--- src/rtl/imm_extend_pipe_if.sv ---
// Handshake and data bundle for imm_extend_pipe: immediate input side,
// extended result output side and the delivered-result counter.
interface imm_extend_pipe_if #(
    parameter int IN_W  = 16,
    parameter int OUT_W = 32
);
    logic             valid_i;
    logic             ready_o;
    logic [IN_W-1:0]  data_i;
    logic [1:0]       mode_i;
    logic             valid_o;
    logic             ready_i;
    logic [OUT_W-1:0] data_o;
    logic [7:0]       count_o;

    // The extender block is the slave; its environment is the master.
    modport slave (
        input  valid_i, data_i, mode_i, ready_i,
        output ready_o, valid_o, data_o, count_o
    );

    modport master (
        output valid_i, data_i, mode_i, ready_i,
        input  ready_o, valid_o, data_o, count_o
    );
endinterface

--- src/rtl/imm_extend_pipe.sv ---
// Immediate extender with a two-entry in-order output buffer (head + skid).
// Results are extended on entry, so the buffer only ever holds OUT_W-bit values.
module imm_extend_pipe #(
    parameter int IN_W  = 16,
    parameter int OUT_W = 32
) (
    input  logic               clk_i,
    input  logic               rst_i,
    imm_extend_pipe_if.slave   bus
);

    if (OUT_W < IN_W + 2) begin : g_width_check
        $error("imm_extend_pipe: OUT_W must be at least IN_W + 2");
    end

    typedef enum logic [1:0] {
        EMPTY = 2'd0,
        ONE   = 2'd1,
        TWO   = 2'd2
    } state_t;

    typedef enum logic [1:0] {
        MODE_SIGN   = 2'b00,
        MODE_ZERO   = 2'b01,
        MODE_UPPER  = 2'b10,
        MODE_BRANCH = 2'b11
    } mode_t;

    localparam int PAD_W = OUT_W - IN_W;

    state_t           state, state_next;
    logic [OUT_W-1:0] head, head_next;
    logic [OUT_W-1:0] skid, skid_next;
    logic [OUT_W-1:0] ext;
    logic [OUT_W-1:0] sext;
    logic [7:0]       count;
    logic             push, pop;

    // Handshake outputs decode registered state only, so ready_o never
    // depends combinationally on ready_i.
    assign bus.ready_o = (state != TWO);
    assign bus.valid_o = (state != EMPTY);
    assign bus.data_o  = head;
    assign bus.count_o = count;

    assign push = bus.valid_i & bus.ready_o;
    assign pop  = bus.valid_o & bus.ready_i;

    assign sext = {{PAD_W{bus.data_i[IN_W-1]}}, bus.data_i};

    always_comb begin
        // NOTE: every always_comb output gets a default first, so no path
        // through the case statement can leave it unassigned and infer a latch.
        ext = sext;
        unique case (mode_t'(bus.mode_i))
            MODE_SIGN:   ext = sext;
            MODE_ZERO:   ext = {{PAD_W{1'b0}}, bus.data_i};
            MODE_UPPER:  ext = {bus.data_i, {PAD_W{1'b0}}};
            MODE_BRANCH: ext = {sext[OUT_W-3:0], 2'b00};
            default:     ext = sext;
        endcase
    end

    always_comb begin
        state_next = state;
        head_next  = head;
        skid_next  = skid;
        unique case (state)
            EMPTY: begin
                if (push) begin
                    state_next = ONE;
                    head_next  = ext;
                end
            end
            ONE: begin
                if (push && pop) begin
                    head_next = ext;
                end else if (push) begin
                    state_next = TWO;
                    skid_next  = ext;
                end else if (pop) begin
                    state_next = EMPTY;
                end
            end
            TWO: begin
                // ready_o is low here, so only a pop can move the state.
                if (pop) begin
                    state_next = ONE;
                    head_next  = skid;
                end
            end
            default: state_next = EMPTY;
        endcase
    end

    // NOTE: state is written with non-blocking assignments so every register
    // samples its inputs from the same pre-edge values.
    always_ff @(posedge clk_i or negedge rst_i) begin
        if (!rst_i) begin
            state <= EMPTY;
            // NOTE: both buffer words are cleared on reset so data_o reads 0
            // while idle after reset and no stale value can resurface.
            head  <= '0;
            skid  <= '0;
            count <= '0;
        end else begin
            state <= state_next;
            head  <= head_next;
            skid  <= skid_next;
            if (pop) begin
                count <= count + 8'd1;
            end
        end
    end

endmodule
--- src/flat_wrapper.sv ---
// flat-port wrapper written by rule: the top's interface ports become plain ports
module imm_extend_pipe_flat 
#(
    parameter int IN_W  = 16,
    parameter int OUT_W = 32
)
  (clk_i, rst_i, bus_valid_i, bus_data_i, bus_mode_i, bus_ready_i, bus_ready_o, bus_valid_o, bus_data_o, bus_count_o);
  imm_extend_pipe_if #(.IN_W(IN_W), .OUT_W(OUT_W)) bus_i ();
  input  logic clk_i;
  input  logic rst_i;
  input wire logic [$bits(bus_i.valid_i)-1:0] bus_valid_i;
  input wire logic [$bits(bus_i.data_i)-1:0] bus_data_i;
  input wire logic [$bits(bus_i.mode_i)-1:0] bus_mode_i;
  input wire logic [$bits(bus_i.ready_i)-1:0] bus_ready_i;
  output wire logic [$bits(bus_i.ready_o)-1:0] bus_ready_o;
  output wire logic [$bits(bus_i.valid_o)-1:0] bus_valid_o;
  output wire logic [$bits(bus_i.data_o)-1:0] bus_data_o;
  output wire logic [$bits(bus_i.count_o)-1:0] bus_count_o;
  assign bus_i.valid_i = bus_valid_i;
  assign bus_i.data_i = bus_data_i;
  assign bus_i.mode_i = bus_mode_i;
  assign bus_i.ready_i = bus_ready_i;
  assign bus_ready_o = bus_i.ready_o;
  assign bus_valid_o = bus_i.valid_o;
  assign bus_data_o = bus_i.data_o;
  assign bus_count_o = bus_i.count_o;
  imm_extend_pipe #(.IN_W(IN_W), .OUT_W(OUT_W)) u_core (.clk_i(clk_i), .rst_i(rst_i), .bus(bus_i));
endmodule
--- config.mk ---
export PLATFORM = sky130hd
export DESIGN_NAME = imm_extend_pipe_flat
export DESIGN_NICKNAME = d
export VERILOG_FILES = /design/src/rtl/imm_extend_pipe_if.sv /design/src/rtl/imm_extend_pipe.sv /design/src/flat_wrapper.sv
export SDC_FILE = /design/constraint.sdc
export NUM_CORES = 1
export LEC_CHECK = 0
export CELL_PAD_IN_SITES_DETAIL_PLACEMENT = 0
export CELL_PAD_IN_SITES_GLOBAL_PLACEMENT = 1
export CORE_MARGIN = 1.5
export CORE_UTILIZATION = 35
export DETAILED_ROUTE_END_ITERATION = 10
export DONT_BUFFER_PORTS = 1
export PLACE_DENSITY_LB_ADDON = 0.1
export SYNTH_ARGS = -nofsm -noshare
export SYNTH_HDL_FRONTEND = slang
export SYNTH_SLANG_ARGS = --single-unit
--- constraint.sdc ---
create_clock -name clk_i -period 2 [get_ports clk_i]
set_input_delay 0.1 -clock clk_i [delete_from_list [all_inputs] [get_ports clk_i]]
set_output_delay 0.1 -clock clk_i [all_outputs]
set_load 0.01 [all_outputs]
Word-level counts from Yosys, hierarchy flattened:

Cells that the tools add are included.

* memory bits (read-only): 0
* memories: 0
* register bits after elaboration: 74
* logic and storage cells: 38
* bits in latches: 0
* bits of input ports: 22
* memory bits (writable): 0

* eq/ne operators: 11
* add/sub/neg operators: 1
* reductions and logical operators: 8
* bitwise logic cells: 3
* div/mod/pow operators: 0
* $lt $le $gt $ge: 0
* multiplexer cells: 11
* $mul: 0
* shift-type cells: 0

Operators by type and width (number)
* $pmux W32 S4: 1
* $mux W32: 3
* $pmux W32 S3: 1
* $mux W2: 5
* $add A8 B1 Y8 const B: 1
* $reduce_and A4 Y1: 2
* $eq A2 B2 Y1 const B: 3
* $ne A2 B1 Y1 const B: 3
* $pmux W2 S3: 1
* $eq A2 B1 Y1 const B: 2
* $logic_not A2 Y1: 2
* $ne A2 B2 Y1 const B: 2
* $ne A3 B1 Y1 const B: 1
* $reduce_and A3 Y1: 1
* $reduce_bool A3 Y1: 1
* $and A1 B1 Y1: 2
* $reduce_bool A2 Y1: 1
* $logic_and A1 B1 Y1: 1
* $not A1 Y1: 1

Depth between registers and ports, before layout:

Gate-level depths: netlist (run 1).

* depth after elaboration: 6
* gate-level depth with buffers: 6
* gate-level depth less buffers: 4

Least setup slack after synthesis (run 1):

Ideal clock, no wire load.

* path type: register to register
* start: register u_core.state[1]
* end: register u_core.count[1] (netlist: u_core.bus.count_o[1])
* arrival: 1.272 ns
* data required time: 1.875 ns
* setup time: 0.125 ns
* cell stages (with the launch flop): 5
* slack: 0.603 ns
* cells stage by stage: dfrtp_1 clkbuf_2 or2_2 nand2_1 mux2_2

* cells in the longest elaborated chain, start to end: 2

RTL lines
* start: declaration: RTL line imm_extend_pipe.sv:31 `state_t state, state_next;`
* start signal: assignment: RTL line imm_extend_pipe.sv:107 `state <= state_next;`
* $reduce_bool A2 Y1: RTL line imm_extend_pipe.sv:42 `assign bus.valid_o = (state != EMPTY);`
* named net bus_valid_o: RTL line flat_wrapper.sv:16 `output wire logic [$bits(bus_i.valid_o)-1:0] bus_valid_o;`
* $and A1 B1 Y1: RTL line imm_extend_pipe.sv:47 `assign pop = bus.valid_o & bus.ready_i;`
* end signal: assignment: RTL line imm_extend_pipe.sv:111 `count <= count + 8'd1;`
* end: declaration: RTL line imm_extend_pipe.sv:36 `logic [7:0] count;`

The timed path passes the listed nets, and every way through them passes these cells.
A chain may end at the register's enable or synchronous reset.

Worst setup path after layout (run 1):

* start: register u_core.state[1]
* end: register u_core.skid[15]

* cells in the longest elaborated chain, start to end: 5
* elaborated cells between the ends (all ways): 8
* those cells by class: 2 x eq/ne; 3 x bitwise; 3 x reduce/logical

RTL lines
* $ne A2 B2 Y1 / $reduce_bool A2 Y1 (equally long branches): RTL line imm_extend_pipe.sv:41, imm_extend_pipe.sv:42
* $and A1 B1 Y1, on equally long branches: RTL line imm_extend_pipe.sv:46, imm_extend_pipe.sv:47
* $logic_and A1 B1 Y1: RTL line imm_extend_pipe.sv:76 `if (push && pop) begin`
* $not A1 Y1 (no source line)
* $reduce_and A3 Y1 (no source line) (*)
* end signal: assignment: RTL line imm_extend_pipe.sv:109 `skid <= skid_next;`
* end: declaration: RTL line imm_extend_pipe.sv:33 `logic [OUT_W-1:0] skid, skid_next;`

Every way passes the cells marked *; elsewhere a longest branch is shown, timed or not.

==> results.py, run 1 <==
metrics = {
    "placed_design": {
        "pre_cts_slack_ps": 343,
        "dp_cells": 514,
        "place_hpwl_mm": 6.77,
        "gp_congestion": 0.737,
        "io_buffers": 0,
    },
    "floorplanning": {
        "die_y_um": 109,
        "core_area_um2": 10900,
        "dieArea_um2": 11900,
        "start_util_pct": 36.1,
        "rows": 38,
        "io_pins": 64,
        "die_w_um": 109,
    },
    "worst_hold_path": {
        "whs_path_depth": 2,
        "hold_end": "u_core.bus.data_o[6]$_DFFE_PN0P_",
        "worstHoldStart": "bus_data_i[4]",
        "hold_class": "in2reg",
    },
    "timing": {
        "worstMarginPinSlew_ps": 948,
        "period_needed_ps": 1900,
        "fin_skew_ps": 9.54,
        "layout_setup_ws_ps": 103,
        "fin_setup_tns_ps": 0,
        "max-slew-margin-rel_pct": 36.8,
        "fmax_ghz": 0.527,
        "finalHoldViolCount": 0,
        "fin_hold_ws_ps": 33.1,
        "period_share_pct": 94.9,
        "slew_violations": 0,
        "finalSetupViolCount": 0,
        "grt_setup_unrepaired": "false",
    },
    "synthesis": {
        "synth_fp_nets": 430,
        "yosysUniqueCellTypes": 40,
        "ys_seq_elements": 74,
        "synth_edf_count": 0,
        "ys_async_sr_fraction_pct": 100,
        "synth.area.top_cells": "dfrtp_1 (47%), a21oi_1 (7.3%), o211ai_1 (6.1%)",
        "netlist_instances": 407,
        "synth_seq_area_share_pct": 47.1,
        "synth_warnings": 0,
        "synth_most_common_cell": "dfrtp_1",
        "yosysTopAreaCellShare_pct": 47.1,
        "postSynthAreaPerCell_um2": 9.66,
        "yosysTopAreaCell": "dfrtp_1",
        "synth_area_um2": 3930,
        "yosys-top-cells-count": "dfrtp_1 (74), nor2_1 (60), a21oi_1 (57)",
        "synth_flop_cell": "dfrtp_1",
    },
    "layout": {
        "fin_nets": 437,
        "antenna_cells": 0,
        "layout-drive-gt1-share_pct": 12.7,
        "n_fill_cell": 1077,
        "utilization_pct": 41.2,
        "syn_to_final_growth_pct": 14.0,
        "fin_cells": 557,
    },
    "cts": {
        "clk_latency_ps": 350,
        "cts_max_level": 3,
        "numCtsBuffers": 9,
        "clkTransAtPathRegs_ps": 80,
        "cts_max_path_buffers": 2,
        "cts-root-buf": "clkbuf_8",
        "clock_sinks": 74,
        "cts_tree": "done",
    },
    "critical_path": {
        "cp.arrival_ps": 2190,
        "crit_path_end_kind": "flop",
        "path_class": "reg2reg",
        "r2r-end": "u_core.skid[15]$_DFFE_PN0P_",
        "critPathMaxFanout": 30,
        "critPathLaunchType": "flop",
        "worst-r2r-setup-slack_ps": 100,
        "critical_path_required_ps": 2290,
        "r2r-start": "u_core.state[1]$_DFFE_PN0P_",
        "reg2reg_depth": 5,
    },
    "pwr": {
        "power_leakage_uw": 0.00180,
        "power_density_nw_per_um2": 1090,
        "ir_worst_vdd_mv": 0.415,
    },
    "routing": {
        "wl_met2_mm": 5.24,
        "wl_met1_mm": 5.24,
        "top_layer_used": "met4",
        "remaining_drc_errors": 0,
        "met3WireLength_um": 440,
        "wl_mm": 11.0,
        "vias": 3057,
        "post_drt_wl_per_cell_um": 19.8,
        "drt-initial-drc-count": 187,
        "drt-pass1-iter-count": 4,
        "vias_per_cell": 5.49,
        "drtAntennaViolNets": 0,
    },
    "global_routing": {
        "grt_pass1_wl_mm": 17.7,
        "antenna_found_initial": 0,
        "globalRouteOverflowTotal": 0,
        "gr-usage-all-layers_pct": 19.9,
        "grt_pass1_vias": 3179,
        "grt_max_degree": 75,
    },
    "job": {
        "drv_cap": 0,
    },
    "run_status": {
        "status": "completed",
    },
}
flip-flops by register name (all words and copies together) (netlist names):
register,cells
u_core.bus.count_o,8
u_core.skid,32
u_core.bus.data_o,32
u_core.state,2
cell families after synthesis:
| group | synth area share (%) |
|---|---|
| muxes | 6.20 |
| AOI/OAI and AO/OA | 25.9 |
| and+or+nand+nor | 12.4 |
| xor gates and xnor gates | 1.56 |
| buffers and inverters | 6.55 |
| DFF | 47.1 |
| adders and majority gates | 0.318 |
per-layer routing:
metal	track usage, %	up-vias
met5	0	-
met4	5.45	0
met3	4.12	10
met2	32.1	52
met1	26.8	1492
li1	-	1503
worst max-delay path: stages, from the launching register on:
cell and delay, ps:
dfrtp_2 490, nor4bb_4 360, buf_12 220, nor2_1 60
a31oi_1 140, dlygate4sd3_1 570
power by group:
group / internal (uW) / switching (uW) / total (uW)
Clock: 627 / 556 / 1180
Sequential: 2030 / 507 / 2530
Combinational: 548 / 616 / 1160
Total: 3200 / 1680 / 4880
how the worst max path moves through the flow:
stage,from,to,slack [ps],depth (start not counted)
finish,u_core.state[1]$_DFFE_PN0P_,u_core.skid[15]$_DFFE_PN0P_,100,5
floorplan,u_core.state[1]$_DFFE_PN0P_,u_core.bus.count_o[1]$_DFFE_PN0P_,600,4
CTS,u_core.state[1]$_DFFE_PN0P_,u_core.skid[15]$_DFFE_PN0P_,100,5
global route,u_core.state[1]$_DFFE_PN0P_,u_core.skid[15]$_DFFE_PN0P_,20,5
global placement,u_core.state[1]$_DFFE_PN0P_,u_core.skid[23]$_DFFE_PN0P_,410,5
detailed placement,u_core.state[1]$_DFFE_PN0P_,u_core.bus.data_o[29]$_DFFE_PN0P_,340,5
layout make-up:
cell class                      count  area, um2  share of cell area, %
Clock buffer                       11        151                   3.38
Clock inverter                      3       40.0                  0.893
Inverter                            3       13.8                  0.307
Multi-Input combinational cell    285       1840                   41.0
Sequential cell                    74       1850                   41.3
Tap cell                          140        175                   3.91
Timing Repair Buffer               41        410                   9.16
cells in the final DEF, fill, tap and decap left out, drive strengths merged, types with 2 or more instances in the layout:
master	synthesis	layout
mux2i	3	3
inv	3	3
nand4	2	2
and2b	8	8
o211ai	32	32
a211oi	28	28
nand3b	2	2
nor3	2	2
dfrtp	74	74
clkinv	0	2
xnor2	2	2
o31ai	28	28
dlygate4sd3	0	28
clkbuf	17	11
a31oi	3	3
a21oi	57	57
mux2	19	19
nand2	4	4
nor2	60	60
nand3	3	3
nand2b	3	3
and3	2	2
buf	28	13
xor2	5	5
o21ai	4	4
nor2b	9	9
what timing repair did:
item | 4_1_cts | 5_1_grt
endpoints found under the hold margin | 95 | 0
hold buffers | 29 | 0
setup buffers | 0 | 0
gates resized for setup | 0 | 3
endpoints found under the setup margin | 0 | 3
metrics by stage:
step | power, uW | cell area (um2)
floorplan | 3370 | 3930
global placement | 3600 | 3980
detailed placement | 3640 | 3980
CTS | 4950 | 4480
global route | 5230 | 4480
finish | 4880 | 4480
No activity file was read; power rests on OpenSTA's default activity.
==> run 2, diff against run 1 <==
- RECOVER_POWER: unset -> 25
==> results.py, run 2 (synthesis results as in run 1) <==
metrics = {
    "critical_path": {
        "path_class": "reg2reg",
        "worst-r2r-setup-slack_ps": 100,
        "slowest_delay_ps": 570,
        "r2r-start": "u_core.state[1]$_DFFE_PN0P_",
        "r2r-end": "u_core.skid[15]$_DFFE_PN0P_",
        "reg2reg_depth": 5,
        "crit_path_end_kind": "flop",
        "cp.depth": 5,
        "critical_path_required_ps": 2290,
        "cp.arrival_ps": 2190,
        "critPathMaxFanout": 30,
        "cp-startpoint": "u_core.state[1]$_DFFE_PN0P_",
        "worstSetupEndpoint": "u_core.skid[15]$_DFFE_PN0P_",
        "critPathLaunchType": "flop",
        "crit_family": "buffers and inverters",
        "cp_cell_sequence": "nor4bb_4, buf_12, nor2_1, a31oi_1, dlygate4sd3_1",
        "cp.buffers_inverters": 2,
        "cp_slowest_cell": "dlygate4sd3_1",
    },
    "pwr": {
        "power_density_nw_per_um2": 1090,
        "power_leakage_uw": 0.00179,
        "ir_worst_vdd_mv": 0.415,
    },
    "timing": {
        "finalSetupViolCount": 0,
        "fmax_ghz": 0.527,
        "period_needed_ps": 1900,
        "worstMarginPinSlew_ps": 1070,
        "finalHoldViolCount": 0,
        "period_share_pct": 94.9,
        "layout_setup_ws_ps": 103,
        "fin_skew_ps": 9.60,
        "slew_violations": 0,
        "fin_setup_tns_ps": 0,
        "max-slew-margin-rel_pct": 28.4,
        "fin_hold_ws_ps": 33.1,
        "grt_setup_unrepaired": "false",
    },
    "routing": {
        "vias": 3058,
        "remaining_drc_errors": 0,
        "wl_mm": 11.0,
        "drt-initial-drc-count": 189,
        "drt-pass1-iter-count": 4,
        "drtAntennaViolNets": 0,
        "post_drt_wl_per_cell_um": 19.8,
        "vias_per_cell": 5.49,
    },
    "layout": {
        "fin_cells": 557,
        "layout_common_cells": "dfrtp_1 (73), nor2_1 (60), a21oi_1 (57)",
        "fin_nets": 437,
        "n_fill_cell": 1079,
        "final_common_cell": "dfrtp_1",
        "syn_to_final_growth_pct": 13.5,
        "antenna_cells": 0,
        "layout-drive-gt1-share_pct": 12.7,
    },
    "job": {
        "drv_cap": 0,
    },
    "floorplanning": {
        "die_y_um": 109,
        "dieArea_um2": 11900,
        "io_pins": 64,
        "rows": 38,
        "die_w_um": 109,
        "start_util_pct": 36.1,
        "core_area_um2": 10900,
    },
    "cts": {
        "cts_max_path_buffers": 2,
        "cts-root-buf": "clkbuf_8",
        "clock_sinks": 74,
        "cts_tree": "done",
        "cts_setup_buffers": 0,
        "clk_latency_ps": 350,
        "numCtsBuffers": 9,
        "cts_max_level": 3,
        "clkTransAtPathRegs_ps": 80,
    },
    "global_routing": {
        "grt_pass1_vias": 3179,
        "globalRouteOverflowTotal": 0,
        "antenna_found_initial": 0,
        "grt_pass1_wl_mm": 17.7,
        "grt_max_degree": 75,
        "gr-usage-all-layers_pct": 19.9,
    },
    "placed_design": {
        "pre_cts_slack_ps": 343,
        "io_buffers": 0,
        "gp_congestion": 0.737,
        "place_hpwl_mm": 6.77,
        "dp_cells": 514,
    },
    "run_status": {
        "status": "completed",
    },
    "worst_hold_path": {
        "hold_class": "in2reg",
    },
}
[run 2: cell count changes in the layout (fill, tap and decap cells not counted), sizes merged]
cell and delta:
clkbuf +1, buf -1
[run 2: worst min-delay path by stage]
| stage | start | endpoint | slack, ps | cells past startpoint |
|---|---|---|---|---|
| floorplan | rst_i | u_core.bus.count_o[0]$_DFFE_PN0P_ | -200 | 0 |
| global placement | rst_i | u_core.bus.data_o[6]$_DFFE_PN0P_ | -190 | 0 |
| detailed placement | rst_i | u_core.bus.data_o[3]$_DFFE_PN0P_ | -190 | 0 |
| CTS | bus_data_i[9] | u_core.bus.data_o[11]$_DFFE_PN0P_ | 20 | 2 |
| global route | bus_data_i[9] | u_core.bus.data_o[11]$_DFFE_PN0P_ | 30 | 2 |
| finish | bus_data_i[4] | u_core.bus.data_o[6]$_DFFE_PN0P_ | 30 | 2 |
[run 2: power by group]
part	total [uW]	leakage (uW)	switching, uW	internal, uW
sequential	2530	0.000898	507	2030
combinational	1160	0.000788	615	544
clock	1180	0.000101	556	627
[run 2: cell type report]
cell class | count | area, um2 | area share [%]
clock buffer | 11 | 151 | 3.39
clock inverter | 3 | 40.0 | 0.897
tap | 140 | 175 | 3.93
timing repair buffer | 41 | 390 | 8.75
inverter | 3 | 13.8 | 0.308
multi-input combinational | 285 | 1840 | 41.2
sequential | 74 | 1850 | 41.5
[run 2: per-layer routing]
| layer | vias up | wire length [um] | global-route usage, % |
|---|---|---|---|
| met5 | - | 0 | 0 |
| met4 | 0 | 125 | 5.45 |
| met3 | 10 | 440 | 4.12 |
| met2 | 52 | 5240 | 32.1 |
| met1 | 1492 | 5240 | 26.8 |
| li1 | 1504 | - | - |
[run 2: timing repair]
action                                  CTS  global route
endpoints found under the setup margin    0             3
endpoints found under the hold margin    95             0
resized for setup                         0             3
hold buffers                             29             0
[run 2: per-stage QoR]
step	util (%)	total power [uW]	cell area, um2
2_1_floorplan	-	3370	3930
3_5_place_dp	36.5	3640	3980
3_3_place_gp	36.5	3600	3980
6_report	41.0	4870	4460
5_1_grt	41.0	5230	4460
4_1_cts	41.1	4950	4480
==> run 3, diff against run 2 <==
- PLACE_DENSITY: unset -> 0.6
- PLACE_DENSITY_LB_ADDON: 0.1 -> unset
==> results.py, run 3 (synthesis results as in run 1) <==
metrics = {
    "routing": {
        "drt-initial-drc-count": 158,
        "wl_met2_mm": 5.43,
        "wl_met1_mm": 5.27,
        "wl_mm": 11.5,
        "vias": 3181,
        "post_drt_wl_per_cell_um": 20.5,
        "top_layer_used": "met4",
        "drtAntennaViolNets": 0,
        "drt-pass1-iter-count": 6,
        "met3WireLength_um": 625,
        "remaining_drc_errors": 0,
        "vias_per_cell": 5.67,
    },
    "placed_design": {
        "io_buffers": 0,
        "gp_congestion": 0.756,
        "dp_cells": 516,
        "place_hpwl_mm": 6.91,
    },
    "timing": {
        "max-slew-margin-rel_pct": 29.0,
        "worstMarginPinSlew_ps": 1060,
        "slew_violations": 0,
        "finalSetupViolCount": 0,
        "period_share_pct": 93.7,
        "grt_setup_unrepaired": "false",
        "fin_skew_ps": 9.55,
        "period_needed_ps": 1870,
        "fin_setup_tns_ps": 0,
        "finalHoldViolCount": 0,
        "fmax_ghz": 0.533,
    },
    "cts": {
        "cts_tree": "done",
        "numCtsBuffers": 9,
        "cts_max_path_buffers": 2,
        "cts_max_level": 3,
        "clkTransAtPathRegs_ps": 80,
        "cts-root-buf": "clkbuf_8",
        "clk_latency_ps": 360,
        "clock_sinks": 74,
    },
    "pwr": {
        "power_density_nw_per_um2": 1080,
        "ir_worst_vdd_mv": 0.434,
        "power_leakage_uw": 0.00180,
    },
    "layout": {
        "n_fill_cell": 1113,
        "layout_common_cells": "dfrtp_1 (73), nor2_1 (60), a21oi_1 (57)",
        "fin_nets": 439,
        "antenna_cells": 0,
        "layout-drive-gt1-share_pct": 13.5,
        "final_common_cell": "dfrtp_1",
        "syn_to_final_growth_pct": 13.9,
        "fin_cells": 561,
    },
    "floorplanning": {
        "die_w_um": 109,
        "io_pins": 64,
        "dieArea_um2": 11900,
        "core_area_um2": 10900,
        "die_y_um": 109,
        "rows": 38,
        "start_util_pct": 36.1,
    },
    "critical_path": {
        "critPathMaxFanout": 19,
        "cp_slowest_cell": "dlygate4sd3_1",
        "crit_path_end_kind": "flop",
        "slowest_delay_ps": 570,
        "critical_path_required_ps": 2290,
        "path_class": "reg2reg",
        "critPathLaunchType": "flop",
        "cp_cell_sequence": "nor4bb_4, buf_12, nor2_1, a31oi_1, dlygate4sd3_1",
        "cp.arrival_ps": 2170,
    },
    "global_routing": {
        "grt_pass1_vias": 3170,
        "antenna_found_initial": 0,
        "grt_max_degree": 75,
        "grt_pass1_wl_mm": 18.4,
        "globalRouteOverflowTotal": 0,
        "gr-usage-all-layers_pct": 20.6,
    },
    "run_status": {
        "status": "completed",
    },
    "job": {
        "drv_cap": 0,
    },
    "worst_hold_path": {
        "hold_class": "in2reg",
    },
}
[run 3: cell count changes in the layout (fill, tap and decap cells not counted)]
cell,change
inv_4,-1
dlygate4sd3_1,-2
bufinv_16,-1
clkbuf_8,+1
clkbuf_16,+1
clkbuf_1,+2
buf_4,+3
inv_2,+1
[run 3: area by class of cell]
class	instances	area (um2)	share of cell area, %
multi-input combinational	285	1840	41.0
timing repair buffer	43	418	9.33
inverter	3	11.3	0.251
sequential	74	1850	41.4
clock buffer	14	173	3.86
clock inverter	2	10.0	0.224
tap	140	175	3.91
[run 3: worst paths after layout]
kind	slack, ps	from	cells past startpoint	end
worst max-delay path	130	u_core.state[1]$_DFFE_PN0P_	5	u_core.skid[15]$_DFFE_PN0P_
worst min-delay path	20	bus_mode_i[1]	3	u_core.skid[12]$_DFFE_PN0P_
worst max register to register	130	u_core.state[1]$_DFFE_PN0P_	5	u_core.skid[15]$_DFFE_PN0P_
worst min register to register	510	u_core.skid[0]$_DFFE_PN0P_	1	u_core.skid[0]$_DFFE_PN0P_
max in group asynchronous	740	rst_i	2	u_core.state[1]$_DFFE_PN0P_
min in group asynchronous	490	rst_i	2	u_core.bus.data_o[3]$_DFFE_PN0P_
[run 3: routing by layer]
| layer | vias up | global-route usage, % |
|---|---|---|
| met5 | - | 0 |
| met4 | 0 | 6.20 |
| met3 | 13 | 5.68 |
| met2 | 76 | 31.9 |
| met1 | 1584 | 28.0 |
| li1 | 1508 | - |
[run 3: worst max-delay path, delay by kind of cell (launching register included)]
family	cells	cell delay (ps)
buf+inv	2	770
compound gates	1	140
simple gates	2	400
flops	1	490
[run 3: what timing repair did]
item,4_1_cts,5_1_grt
hold buffers,27,0
resized for setup,0,1
endpoints found under the hold margin,95,0
setup buffers,0,1
setup endpoints to repair,0,2
[run 3: per-stage QoR]
step | setup WS [ps] | total power (uW) | instance area [um2] | util [%] | hold WS, ps
2_1_floorplan | 603 | 3370 | 3930 | - | -196
3_3_place_gp | 362 | 3620 | 3990 | 36.7 | -193
3_5_place_dp | 347 | 3650 | 3990 | 36.7 | -193
4_1_cts | 67.6 | 4890 | 4460 | 41.0 | 3.58
5_1_grt | 3.21 | 5190 | 4480 | 41.1 | 30.8
6_report | 125 | 4840 | 4480 | 41.1 | 22.5
[run 3: power by group]
part	leakage (uW)	switching, uW	internal (uW)	total [uW]
logic	0.000808	617	554	1170
registers	0.000898	521	2020	2550
clock network	0.0000965	573	551	1120
